`config.mk`:
```
export PLATFORM = sky130hd
export DESIGN_NAME = zmem_resp
export DESIGN_NICKNAME = d
export VERILOG_FILES = /design/src/rtl/zmem_pkg.sv /design/src/rtl/zmem_array.sv /design/src/rtl/zmem_resp.sv
export SDC_FILE = /design/constraint.sdc
export NUM_CORES = 1
export LEC_CHECK = 0
export ABC_AREA = 1
export ABC_CLOCK_PERIOD_IN_PS = 2450
export CORE_ASPECT_RATIO = 2
export CORE_MARGIN = 2
export CORE_UTILIZATION = 37
export DETAILED_ROUTE_END_ITERATION = 7
export REMOVE_ABC_BUFFERS = 1
export SLEW_MARGIN = 5
export SYNTH_ARGS = -nofsm -noshare
export SYNTH_HDL_FRONTEND = slang
export SYNTH_HIERARCHICAL = 1
export SYNTH_SLANG_ARGS = --single-unit
export TNS_END_PERCENT = 30
```
`constraint.sdc`:
```
create_clock -name CLK -period 2.45 [get_ports CLK]
set_input_delay 0.3675 -clock CLK [delete_from_list [all_inputs] [get_ports CLK]]
set_output_delay 0.3675 -clock CLK [all_outputs]
set_load 0.02 [all_outputs]
```
`src/rtl/zmem_pkg.sv`:
```
// zmem_pkg: shared types and constants for the zephyr memory responder.
// Latency: none (types, constants and a pure function only).
// Backpressure: not applicable.
package zmem_pkg;

   // Responder control states
   typedef enum logic [1:0] {
      ST_INIT    = 2'd0,
      ST_IDLE    = 2'd1,
      ST_WAIT    = 2'd2,
      ST_RESPOND = 2'd3
   } zmem_state_e;

   // Default geometry of the zephyr word store
   localparam int ZMEM_DEPTH  = 16;
   localparam int ZMEM_ADDR_W = 4;
   localparam int ZMEM_WIDTH  = 8;

   // Even parity over a data word; callers zero-extend narrower words,
   // which leaves the XOR unchanged.
   function automatic logic zmem_parity(input logic [63:0] dat);
      return ^dat;
   endfunction

endpackage : zmem_pkg

```
`src/rtl/zmem_array.sv`:
```
// zmem_array: DEPTH x DW word store, synchronous write port, asynchronous read port.
// Latency: write lands on the clock edge; read data is combinational from the address.
// Backpressure: none; the owner decides when to write and when to sample reads.
module zmem_array #(
   parameter int DEPTH  = 16,
   parameter int ADDR_W = 4,
   parameter int DW     = 8
) (
   input  logic              clk_i,
   input  logic              wr_en_i,
   input  logic [ADDR_W-1:0] wr_addr_i,
   input  logic [DW-1:0]     wr_dat_i,
   input  logic [ADDR_W-1:0] rd_addr_i,
   output logic [DW-1:0]     rd_dat_o
);

   logic [DW-1:0] mem_q [DEPTH];

   // Storage is not reset here: the responder clears it word by word in INIT
   always_ff @(posedge clk_i) begin
      if (wr_en_i) begin
         mem_q[wr_addr_i] <= wr_dat_i;
      end
   end

   assign rd_dat_o = mem_q[rd_addr_i];

endmodule : zmem_array

```
`src/rtl/zmem_resp.sv`:
```
// zmem_resp: handshaked 16x8 memory responder (fetch/LOAD/STR), cleared by an INIT sweep.
// Latency: request accepted at edge N -> RSP_VALID high after edge N+1+READ_WAIT.
// Backpressure: one request outstanding; response held until RSP_READY, REQ_READY low meanwhile.
// Optional feature macro: ZMEM_PARITY_EN (per-word even parity, error injection, RSP_ERR on reads).
module zmem_resp
   import zmem_pkg::*;
#(
   parameter int DEPTH     = ZMEM_DEPTH,
   parameter int ADDR_W    = ZMEM_ADDR_W,
   parameter int WIDTH     = ZMEM_WIDTH,
   parameter int READ_WAIT = 0
) (
   input  logic              CLK,
   input  logic              RESET,
   input  logic              REQ_VALID,
   output logic              REQ_READY,
   input  logic              REQ_WE,
   input  logic [ADDR_W-1:0] REQ_ADDR,
   input  logic [WIDTH-1:0]  REQ_WDATA,
   input  logic              REQ_ERR_INJ,
   output logic              RSP_VALID,
   input  logic              RSP_READY,
   output logic [WIDTH-1:0]  RSP_DATA,
   output logic              RSP_ERR
);

`ifdef ZMEM_PARITY_EN
   localparam int PAR_W = 1;
`else
   localparam int PAR_W = 0;
`endif
   localparam int MEM_W     = WIDTH + PAR_W;
   // Counter preload for WAIT; unused when READ_WAIT is zero
   localparam int WAIT_LOAD = (READ_WAIT > 0) ? (READ_WAIT - 1) : 0;

   zmem_state_e        state_q;
   logic [ADDR_W-1:0]  init_cnt_q;
   logic [2:0]         wait_cnt_q;
   logic               we_q;
   logic [ADDR_W-1:0]  addr_q;
   logic [WIDTH-1:0]   wdata_q;
   logic               req_ready_q;
   logic               rsp_valid_q;
   logic [WIDTH-1:0]   rsp_data_q;
   logic               rsp_err_q;

   logic               accept;
   logic               wr_en;
   logic [ADDR_W-1:0]  wr_addr;
   logic [MEM_W-1:0]   wr_dat;
   logic [MEM_W-1:0]   rd_dat;
   logic               rd_err;
   logic [WIDTH-1:0]   rsp_data_d;
   logic               rsp_err_d;

   assign accept = (state_q == ST_IDLE) && req_ready_q && REQ_VALID;

   // Write port mux: INIT sweep clears words, otherwise an accepted write lands at the accept edge
   always_comb begin
      wr_en   = 1'b0;
      wr_addr = init_cnt_q;
      wr_dat  = '0;
      if (state_q == ST_INIT) begin
         wr_en = 1'b1;
      end else if (accept && REQ_WE) begin
         wr_en   = 1'b1;
         wr_addr = REQ_ADDR;
`ifdef ZMEM_PARITY_EN
         wr_dat  = {zmem_parity(64'(REQ_WDATA)) ^ REQ_ERR_INJ, REQ_WDATA};
`else
         wr_dat  = REQ_WDATA;
`endif
      end
   end

`ifndef ZMEM_PARITY_EN
   // Error injection has no effect without parity storage
   logic unused_err_inj;
   assign unused_err_inj = REQ_ERR_INJ;
`endif

   zmem_array #(
      .DEPTH  (DEPTH),
      .ADDR_W (ADDR_W),
      .DW     (MEM_W)
   ) u_array (
      .clk_i     (CLK),
      .wr_en_i   (wr_en),
      .wr_addr_i (wr_addr),
      .wr_dat_i  (wr_dat),
      .rd_addr_i (addr_q),
      .rd_dat_o  (rd_dat)
   );

   // Parity check of the word addressed by the latched request
   always_comb begin
`ifdef ZMEM_PARITY_EN
      rd_err = rd_dat[WIDTH] ^ zmem_parity(64'(rd_dat[WIDTH-1:0]));
`else
      rd_err = 1'b0;
`endif
   end

   // Response payload: echoed data for writes, stored word for reads
   always_comb begin
      rsp_data_d = rd_dat[WIDTH-1:0];
      rsp_err_d  = rd_err;
      if (we_q) begin
         rsp_data_d = wdata_q;
         rsp_err_d  = 1'b0;
      end
   end

   // Control FSM with registered handshake outputs. RESPOND spends its first
   // cycle capturing the response, so RSP_VALID rises one edge after entry.
   always_ff @(posedge CLK or posedge RESET) begin
      if (RESET) begin
         state_q     <= ST_INIT;
         init_cnt_q  <= '0;
         wait_cnt_q  <= '0;
         we_q        <= 1'b0;
         addr_q      <= '0;
         wdata_q     <= '0;
         req_ready_q <= 1'b0;
         rsp_valid_q <= 1'b0;
         rsp_data_q  <= '0;
         rsp_err_q   <= 1'b0;
      end else begin
         case (state_q)
            ST_INIT: begin
               init_cnt_q <= init_cnt_q + ADDR_W'(1);
               if (init_cnt_q == ADDR_W'(DEPTH - 1)) begin
                  state_q     <= ST_IDLE;
                  req_ready_q <= 1'b1;
               end
            end
            ST_IDLE: begin
               if (accept) begin
                  we_q        <= REQ_WE;
                  addr_q      <= REQ_ADDR;
                  wdata_q     <= REQ_WDATA;
                  req_ready_q <= 1'b0;
                  if (READ_WAIT == 0) begin
                     state_q <= ST_RESPOND;
                  end else begin
                     state_q    <= ST_WAIT;
                     wait_cnt_q <= 3'(WAIT_LOAD);
                  end
               end
            end
            ST_WAIT: begin
               if (wait_cnt_q == 3'd0) begin
                  state_q <= ST_RESPOND;
               end else begin
                  wait_cnt_q <= wait_cnt_q - 3'd1;
               end
            end
            ST_RESPOND: begin
               if (!rsp_valid_q) begin
                  rsp_data_q  <= rsp_data_d;
                  rsp_err_q   <= rsp_err_d;
                  rsp_valid_q <= 1'b1;
               end else if (RSP_READY) begin
                  rsp_valid_q <= 1'b0;
                  req_ready_q <= 1'b1;
                  state_q     <= ST_IDLE;
               end
            end
            default: begin
               state_q <= ST_INIT;
            end
         endcase
      end
   end

   assign REQ_READY = req_ready_q;
   assign RSP_VALID = rsp_valid_q;
   assign RSP_DATA  = rsp_data_q;
   assign RSP_ERR   = rsp_err_q;

endmodule : zmem_resp

```
==> impl_metrics.json, run 1 <==
{
  "outcome": "finished with violations",
  "violations": "DRC",
  "rr_startpoint": "state_q[1]",
  "die_w_um": 103,
  "crit_required_ns": 2.58,
  "drtAntennaViolNets": 0,
  "place_congestion": 0.864,
  "cts_hold_buf": 0,
  "worstSkewPairLatency_ns": 0.43,
  "start_util_pct": 37.5,
  "worst_pin_slew_ns": 0.544,
  "clock_skew_ns": 0.0114,
  "final_nets": 816,
  "final.period_utilization_pct": 91.6,
  "cp-end-kind": "register",
  "fp-row-count": 72,
  "critical_path_class": "reg -> reg",
  "antenna_found_initial": 0,
  "hold_viol": 0,
  "slew_violations": 0,
  "wl_per_cell_um": 16.0,
  "cts_made_buffers": 17,
  "drive_gt1_share_pct": 9.98,
  "num_vias": 4891,
  "overflow": 0,
  "worstSetupStartpointType": "register",
  "yosysWarningCount": 6,
  "fillers": 1821,
  "fin_area_um2": 8470,
  "setup_viol": 0,
  "grt_max_degree": 65,
  "synth_cell_types": 26,
  "syn_inst": 733,
  "r2r_slack_ns": 0.21,
  "dieArea_um2": 20700,
  "io_pins": 29,
  "core_um2": 19200,
  "fmax_mhz": 446,
  "cap_viol_max_count": 0,
  "p_leak_nw": 3.82,
  "grt.total_usage_pct": 17.7,
  "first_global_vias": 4903,
  "htreeDepth": 4,
  "post-dp-hpwl_mm": 12.2,
  "hp-class": "in -> async",
  "cp_max_fo": 8,
  "synth-seq-cells": 160,
  "post_cts_buffers": 0,
  "clkSlewWorstSetupHoldPaths_ns": 0.06,
  "die_y_um": 201,
  "cp_top_family": "simple AND/OR/NAND/NOR gates",
  "dpl-instance-area_um2": 7910,
  "crit_buf_inv": 4,
  "worst_path_max_delay_cell": "dfrtp_1",
  "avgSynthCellArea_um2": 9.82,
  "first_iter_violations": 371,
  "firstDrtPassIters": 8,
  "reg2reg_depth": 12,
  "diodes": 0,
  "drc": 2,
  "cts_root_buf": "clkbuf_16",
  "area_growth_pct": 17.6,
  "multiInputGateArea_um2": 1860,
  "cts_tree": "yes",
  "crit_chain": "inv_1 > ha_1 > nand3_4 > nor2_4 > nand2_4 > buf_4 > nand2_1 > o21ai_1 > inv_1 > nand2_1 > nor2_1 > buf_4",
  "vias_per_cell": 4.61,
  "slew_headroom_pct": 63.7,
  "worstPathArrival_ns": 2.38,
  "cts_resized": 0,
  "period_minus_slack_ns": 2.24,
  "peakVddDrop_mv": 0.527,
  "clock-sinks": 160,
  "grt_pass1_wl_mm": 26.3,
  "netlist_area_um2": 7200,
  "cts_buffer_depth": 2,
  "r2r-end": "u_array/mem_q[2][0]",
  "slowest_delay_ns": 0.42,
  "ff_latch_area_um2": 4650,
  "finalWirelength_mm": 17.0,
  "hold_slack_ns": 0.323,
  "power.density_nw_per_um2": 639,
  "port_buffers": 26,
  "seq_area_frac_synth_pct": 64.5
}
## how the worst max path moves through the flow
stage / from / end / slack, ns / cells past startpoint
2_1_floorplan: addr_q[0] / RSP_DATA[6] / -0.25 / 9
3_3_place_gp: REQ_VALID / u_array/mem_q[7][2] / -0.08 / 9
3_5_place_dp: REQ_VALID / u_array/mem_q[7][2] / -0.08 / 9
4_1_cts: state_q[1] / u_array/mem_q[7][0] / 0.07 / 10
5_1_grt: state_q[1] / u_array/mem_q[0][6] / -0.006 / 12
6_report: state_q[1] / u_array/mem_q[2][0] / 0.21 / 12
## worst min-delay path, cell delays in order
cell and delay [ns]:
clkdlybuf4s50_1 0.39, inv_1 0.05, buf_4 0.36
## logic make-up (layout without fill, tap and decap cells)
logic type	after synthesis	in the layout	share of synthesized area, %
XOR/XNOR	5	5	0.608
adder cells (fa/ha/maj)	8	8	1.39
AO/OA/AOI/OAI	34	34	2.47
flip-flops	160	160	64.5
other	1	1	0.0521
AND/OR/NAND/NOR	364	364	21.3
buffers and inverters	161	230	9.66
## cells in the final DEF (no fill, tap or decap), drive strengths merged, types with 2 or more instances in the layout
| master | count |
|---|---|
| buf | 42 |
| bufinv | 2 |
| clkbuf | 19 |
| clkdlybuf4s50 | 26 |
| clkinv | 7 |
| clkinvlp | 3 |
| dfrtp | 32 |
| edfxtp | 128 |
| ha | 8 |
| inv | 131 |
| nand2 | 219 |
| nand3 | 105 |
| nand3b | 2 |
| nor2 | 37 |
| o21ai | 33 |
| xor2 | 4 |
## per-stage QoR
| stage | power [mW] | setup slack [ns] | cells | utilization [%] | TNS [ns] |
|---|---|---|---|---|---|
| 3_3_place_gp | 3.01 | -0.0805 | 1030 | 41.2 | -3.84 |
| 4_1_cts | 5.45 | 0.0727 | 1061 | 44.1 | 0 |
| 2_1_floorplan | 2.97 | -0.250 | 703 | - | -1.91 |
| 5_1_grt | 5.56 | -0.00596 | 1061 | 44.1 | -0.0415 |
| 3_5_place_dp | 3.01 | -0.0778 | 1030 | 41.2 | -4.33 |
| 6_report | 5.41 | 0.206 | 1061 | 44.1 | 0 |
## state kept, by name, indices dropped and copies added (netlist names)
signal         flops
state_q            2
RSP_DATA           8
wdata_q            8
addr_q             4
we_q               1
init_cnt_q         4
u_array/mem_q    128
RSP_VALID          1
REQ_READY          1
wait_cnt_q         3
## cell type report
| type | instances | share of cell area (%) |
|---|---|---|
| flip-flops and latches | 160 | 54.9 |
| multi-input cells | 412 | 22.0 |
| repair buffers | 68 | 6.95 |
| inverters | 131 | 5.81 |
| clock buffers | 19 | 5.11 |
| well taps | 259 | 3.83 |
| clock inverters | 12 | 1.42 |
## routing by layer
layer,vias up,GRT usage [%],part of all wire [%],wire (µm)
met5,-,0,0,0
met4,0,9.05,4.5,769
met3,44,2.85,2.9,498
met2,108,34.1,59,10000
met1,2297,17.2,33,5680
li1,2442,-,-,-
## report_power, final
part	leakage [nW]	internal [mW]	total (mW)	switching, mW
clock network	0.266	1.48	2.46	0.983
logic	2.24	0.0249	0.0486	0.0237
registers	1.32	2.90	2.90	0
## synth_stat cells
cell	number	area [µm²]
buf_2	15	75.1
xor2_1	4	35.0
nand3_4	1	17.5
clkbuf_2	1	5.00
buf_1	1	3.75
a21oi_1	1	5.00
nand2_4	1	11.3
inv_1	128	480
nor2_1	36	135
nand2_1	218	818
nand3b_1	2	15.0
conb_1	1	3.75
edfxtp_1	128	3840
dfrtp_1	32	801
ha_1	8	100
buf_6	7	78.8
nand4_1	1	6.26
clkbuf_1	1	3.75
nand3_1	104	521
o21ai_2	2	17.5
xnor2_1	1	8.76
o21ai_1	2	10.0
o21ai_0	29	145
buf_4	5	37.5
nor2_4	1	11.3
inv_2	3	11.3
Power figures use the tool's default switching activity.
==> run 2, diff against run 1 <==
--- a/config.mk
+++ b/config.mk
@@ -11,10 +11,10 @@
 export CORE_MARGIN = 2
 export CORE_UTILIZATION = 37
 export DETAILED_ROUTE_END_ITERATION = 7
+export PLACE_DENSITY = 0.59
 export REMOVE_ABC_BUFFERS = 1
 export SLEW_MARGIN = 5
 export SYNTH_ARGS = -nofsm -noshare
 export SYNTH_HDL_FRONTEND = slang
-export SYNTH_HIERARCHICAL = 1
 export SYNTH_SLANG_ARGS = --single-unit
 export TNS_END_PERCENT = 30
==> impl_metrics.json, run 2 <==
{
  "synth_compound_area_share_pct": 1.88,
  "rsz0062_at_grt": "no",
  "final_nets": 793,
  "fillers": 1799,
  "hold_slack_ns": 0.334,
  "clkSlewWorstSetupHoldPaths_ns": 0.06,
  "seq_area_frac_synth_pct": 65.8,
  "power.density_nw_per_um2": 996,
  "cp_max_fo": 9,
  "numPlacedInstances": 1003,
  "synth_top_cell_by_area": "edfxtp_1",
  "htreeDepth": 4,
  "crit_start": "state_q[1]",
  "dieArea_um2": 20300,
  "fp-row-count": 71,
  "diodes": 0,
  "async_reset_ff_share_pct": 20.0,
  "r2r-end": "u_array.mem_q[1][7]",
  "yosys.area_share.xor_xnor_pct": 0.620,
  "overflow": 0,
  "setup_viol": 0,
  "drive_gt1_share_pct": 10.5,
  "reg2reg_depth": 9,
  "outcome": "complete, no violations",
  "clock_skew_ns": 0.00621,
  "pre_cts_slack_ns": 0.157,
  "fmax_mhz": 463,
  "r2r_slack_ns": 0.29,
  "avgSynthCellArea_um2": 9.86,
  "netlist_area_um2": 7060,
  "cap_viol_max_count": 0,
  "synthMuxAreaShare_pct": 0,
  "wl_per_cell_um": 16.0,
  "synth_cell_types": 28,
  "ys_top_cells_by_count": "243 x nand2_1, 128 x edfxtp_1, 93 x inv_1, 93 x nand3_1, 42 x nor2_1",
  "cts_tree": "yes",
  "synthTopCellsByArea": "edfxtp_1 54%, nand2_1 13%, dfrtp_1 11%, nand3_1 6.6%, inv_1 4.9%",
  "antenna_found_initial": 0,
  "die_y_um": 199,
  "first_global_vias": 4686,
  "first_iter_violations": 218,
  "synth_top_area_share_pct": 54.5,
  "place_congestion": 0.867,
  "clock-sinks": 160,
  "num_vias": 4707,
  "worstSkewPairLatency_ns": 0.43,
  "crit_end": "u_array.mem_q[1][7]",
  "die_w_um": 102,
  "slew_headroom_pct": 61.9,
  "firstDrtPassIters": 5,
  "synth.most_common_cell": "nand2_1",
  "setup_ws_ns": 0.290,
  "period_minus_slack_ns": 2.16,
  "hold_viol": 0,
  "grt_max_degree": 66,
  "cts_root_buf": "clkbuf_16",
  "synth_edf_count": 128,
  "cts_hold_buf": 0,
  "final.period_utilization_pct": 88.2,
  "rr_startpoint": "state_q[1]",
  "p_leak_nw": 3.70,
  "cts_made_buffers": 17,
  "dpl-instance-area_um2": 7810,
  "cp-end-kind": "register",
  "post_cts_buffers": 0,
  "critical_path_class": "reg -> reg",
  "io_pins": 29,
  "drc": 0,
  "hp-class": "in -> async",
  "crit_required_ns": 2.59,
  "post-dp-hpwl_mm": 11.3,
  "yosys.area_share.simple_pct": 22.9,
  "worstPathArrival_ns": 2.30,
  "postLayoutCoreUtil_pct": 44.6,
  "grt_pass1_wl_mm": 26.0,
  "port_buffers": 26,
  "most-common-layout-cells": "243 x nand2_1, 128 x edfxtp_1, 93 x inv_1, 93 x nand3_1, 42 x nor2_1",
  "start_util_pct": 37.7,
  "finalWirelength_mm": 16.5,
  "final_common_cell": "nand2_1",
  "worstSetupStartpointType": "register",
  "drtAntennaViolNets": 0,
  "yosys.area_share.adder_pct": 1.42,
  "area_growth_pct": 18.6,
  "cts_resized": 0,
  "synth_top_family_by_area": "simple AND/OR/NAND/NOR gates",
  "synth-seq-cells": 160,
  "final_cells": 1035,
  "syn_inst": 716,
  "yosys_most_used_dff": "edfxtp_1",
  "grt.total_usage_pct": 17.9,
  "yosysWarningCount": 0,
  "vias_per_cell": 4.55,
  "peakVddDrop_mv": 0.755,
  "largest_reg_flops": 128,
  "core_um2": 18700,
  "worst_pin_slew_ns": 0.570,
  "fin_area_um2": 8370,
  "slew_violations": 0,
  "regMostFlops": "u_array.mem_q",
  "cts_buffer_depth": 2
}
run 2: cell type report:
cell class	count	area [µm²]	share of cell area, %
multi-input combinational	427	1900	22.7
timing repair buffer	62	568	6.79
sequential	160	4650	55.5
clock inverter	14	134	1.60
clock buffer	18	429	5.13
tap	255	319	3.81
inverter	99	374	4.47
run 2: per-stage QoR:
stage,power (mW),setup TNS [ns]
6_report,8.33,0
4_1_cts,8.42,0
2_1_floorplan,4.81,-1.26
3_3_place_gp,5.92,0
3_5_place_dp,5.93,0
5_1_grt,8.80,0
run 2: report_power, final:
part	switching (mW)	leakage, nW	internal (mW)	total, mW
Sequential	0.132	1.82	3.14	3.27
Combinational	1.74	1.62	0.821	2.56
Clock	1.09	0.260	1.41	2.50
Total	2.96	3.70	5.37	8.33
run 2: layer usage:
layer / vias to the layer above / global-route usage (%) / share of wire [%] / wire length, µm
met1: 2185 / 18.3 / 35 / 5760
met3: 32 / 3.71 / 3.3 / 549
met4: 0 / 9.46 / 3.7 / 609
met5: - / 0 / 0 / 0
li1: 2391 / - / - / -
met2: 99 / 33.2 / 58 / 9630
run 2: worst min-delay path by stage:
stage | slack [ns] | startpoint | end | cells past startpoint
after global routing | 0.41 | RESET | wdata_q[6] | 3
after floorplan | 0.44 | wait_cnt_q[2] | wait_cnt_q[2] | 1
final | 0.33 | RESET | wdata_q[6] | 3
after global placement | 0.45 | wait_cnt_q[2] | wait_cnt_q[2] | 1
after CTS | 0.33 | RESET | wdata_q[6] | 3
after detailed placement | 0.45 | wait_cnt_q[2] | wait_cnt_q[2] | 1
run 2: logic make-up (layout without fill, tap and decap cells):
family	after synthesis	in the layout
xor gates and xnor gates	5	5
buffers and inverters	129	193
and+or+nand+nor	388	388
adders and majority gates	8	8
AOI/OAI and AO/OA	25	25
DFF	160	160
other	1	1
run 2: worst max-delay path: stages (launching register included):
cell,delay (ns)
dfrtp_1,0.41
inv_1,0.11
ha_1,0.24
nand3_4,0.10
nor2_4,0.12
nand2_4,0.10
o21ai_1,0.21
nand3_1,0.23
nor2_1,0.15
buf_4,0.19
==> run 3, diff against run 2 <==
--- a/config.mk
+++ b/config.mk
@@ -7,6 +7,7 @@
 export LEC_CHECK = 0
 export ABC_AREA = 1
 export ABC_CLOCK_PERIOD_IN_PS = 2450
+export CAP_MARGIN = 20
 export CORE_ASPECT_RATIO = 2
 export CORE_MARGIN = 2
 export CORE_UTILIZATION = 37
==> results of run 3 <==
Same layout as run 2: the final DEF is identical, and so are final timing and power.
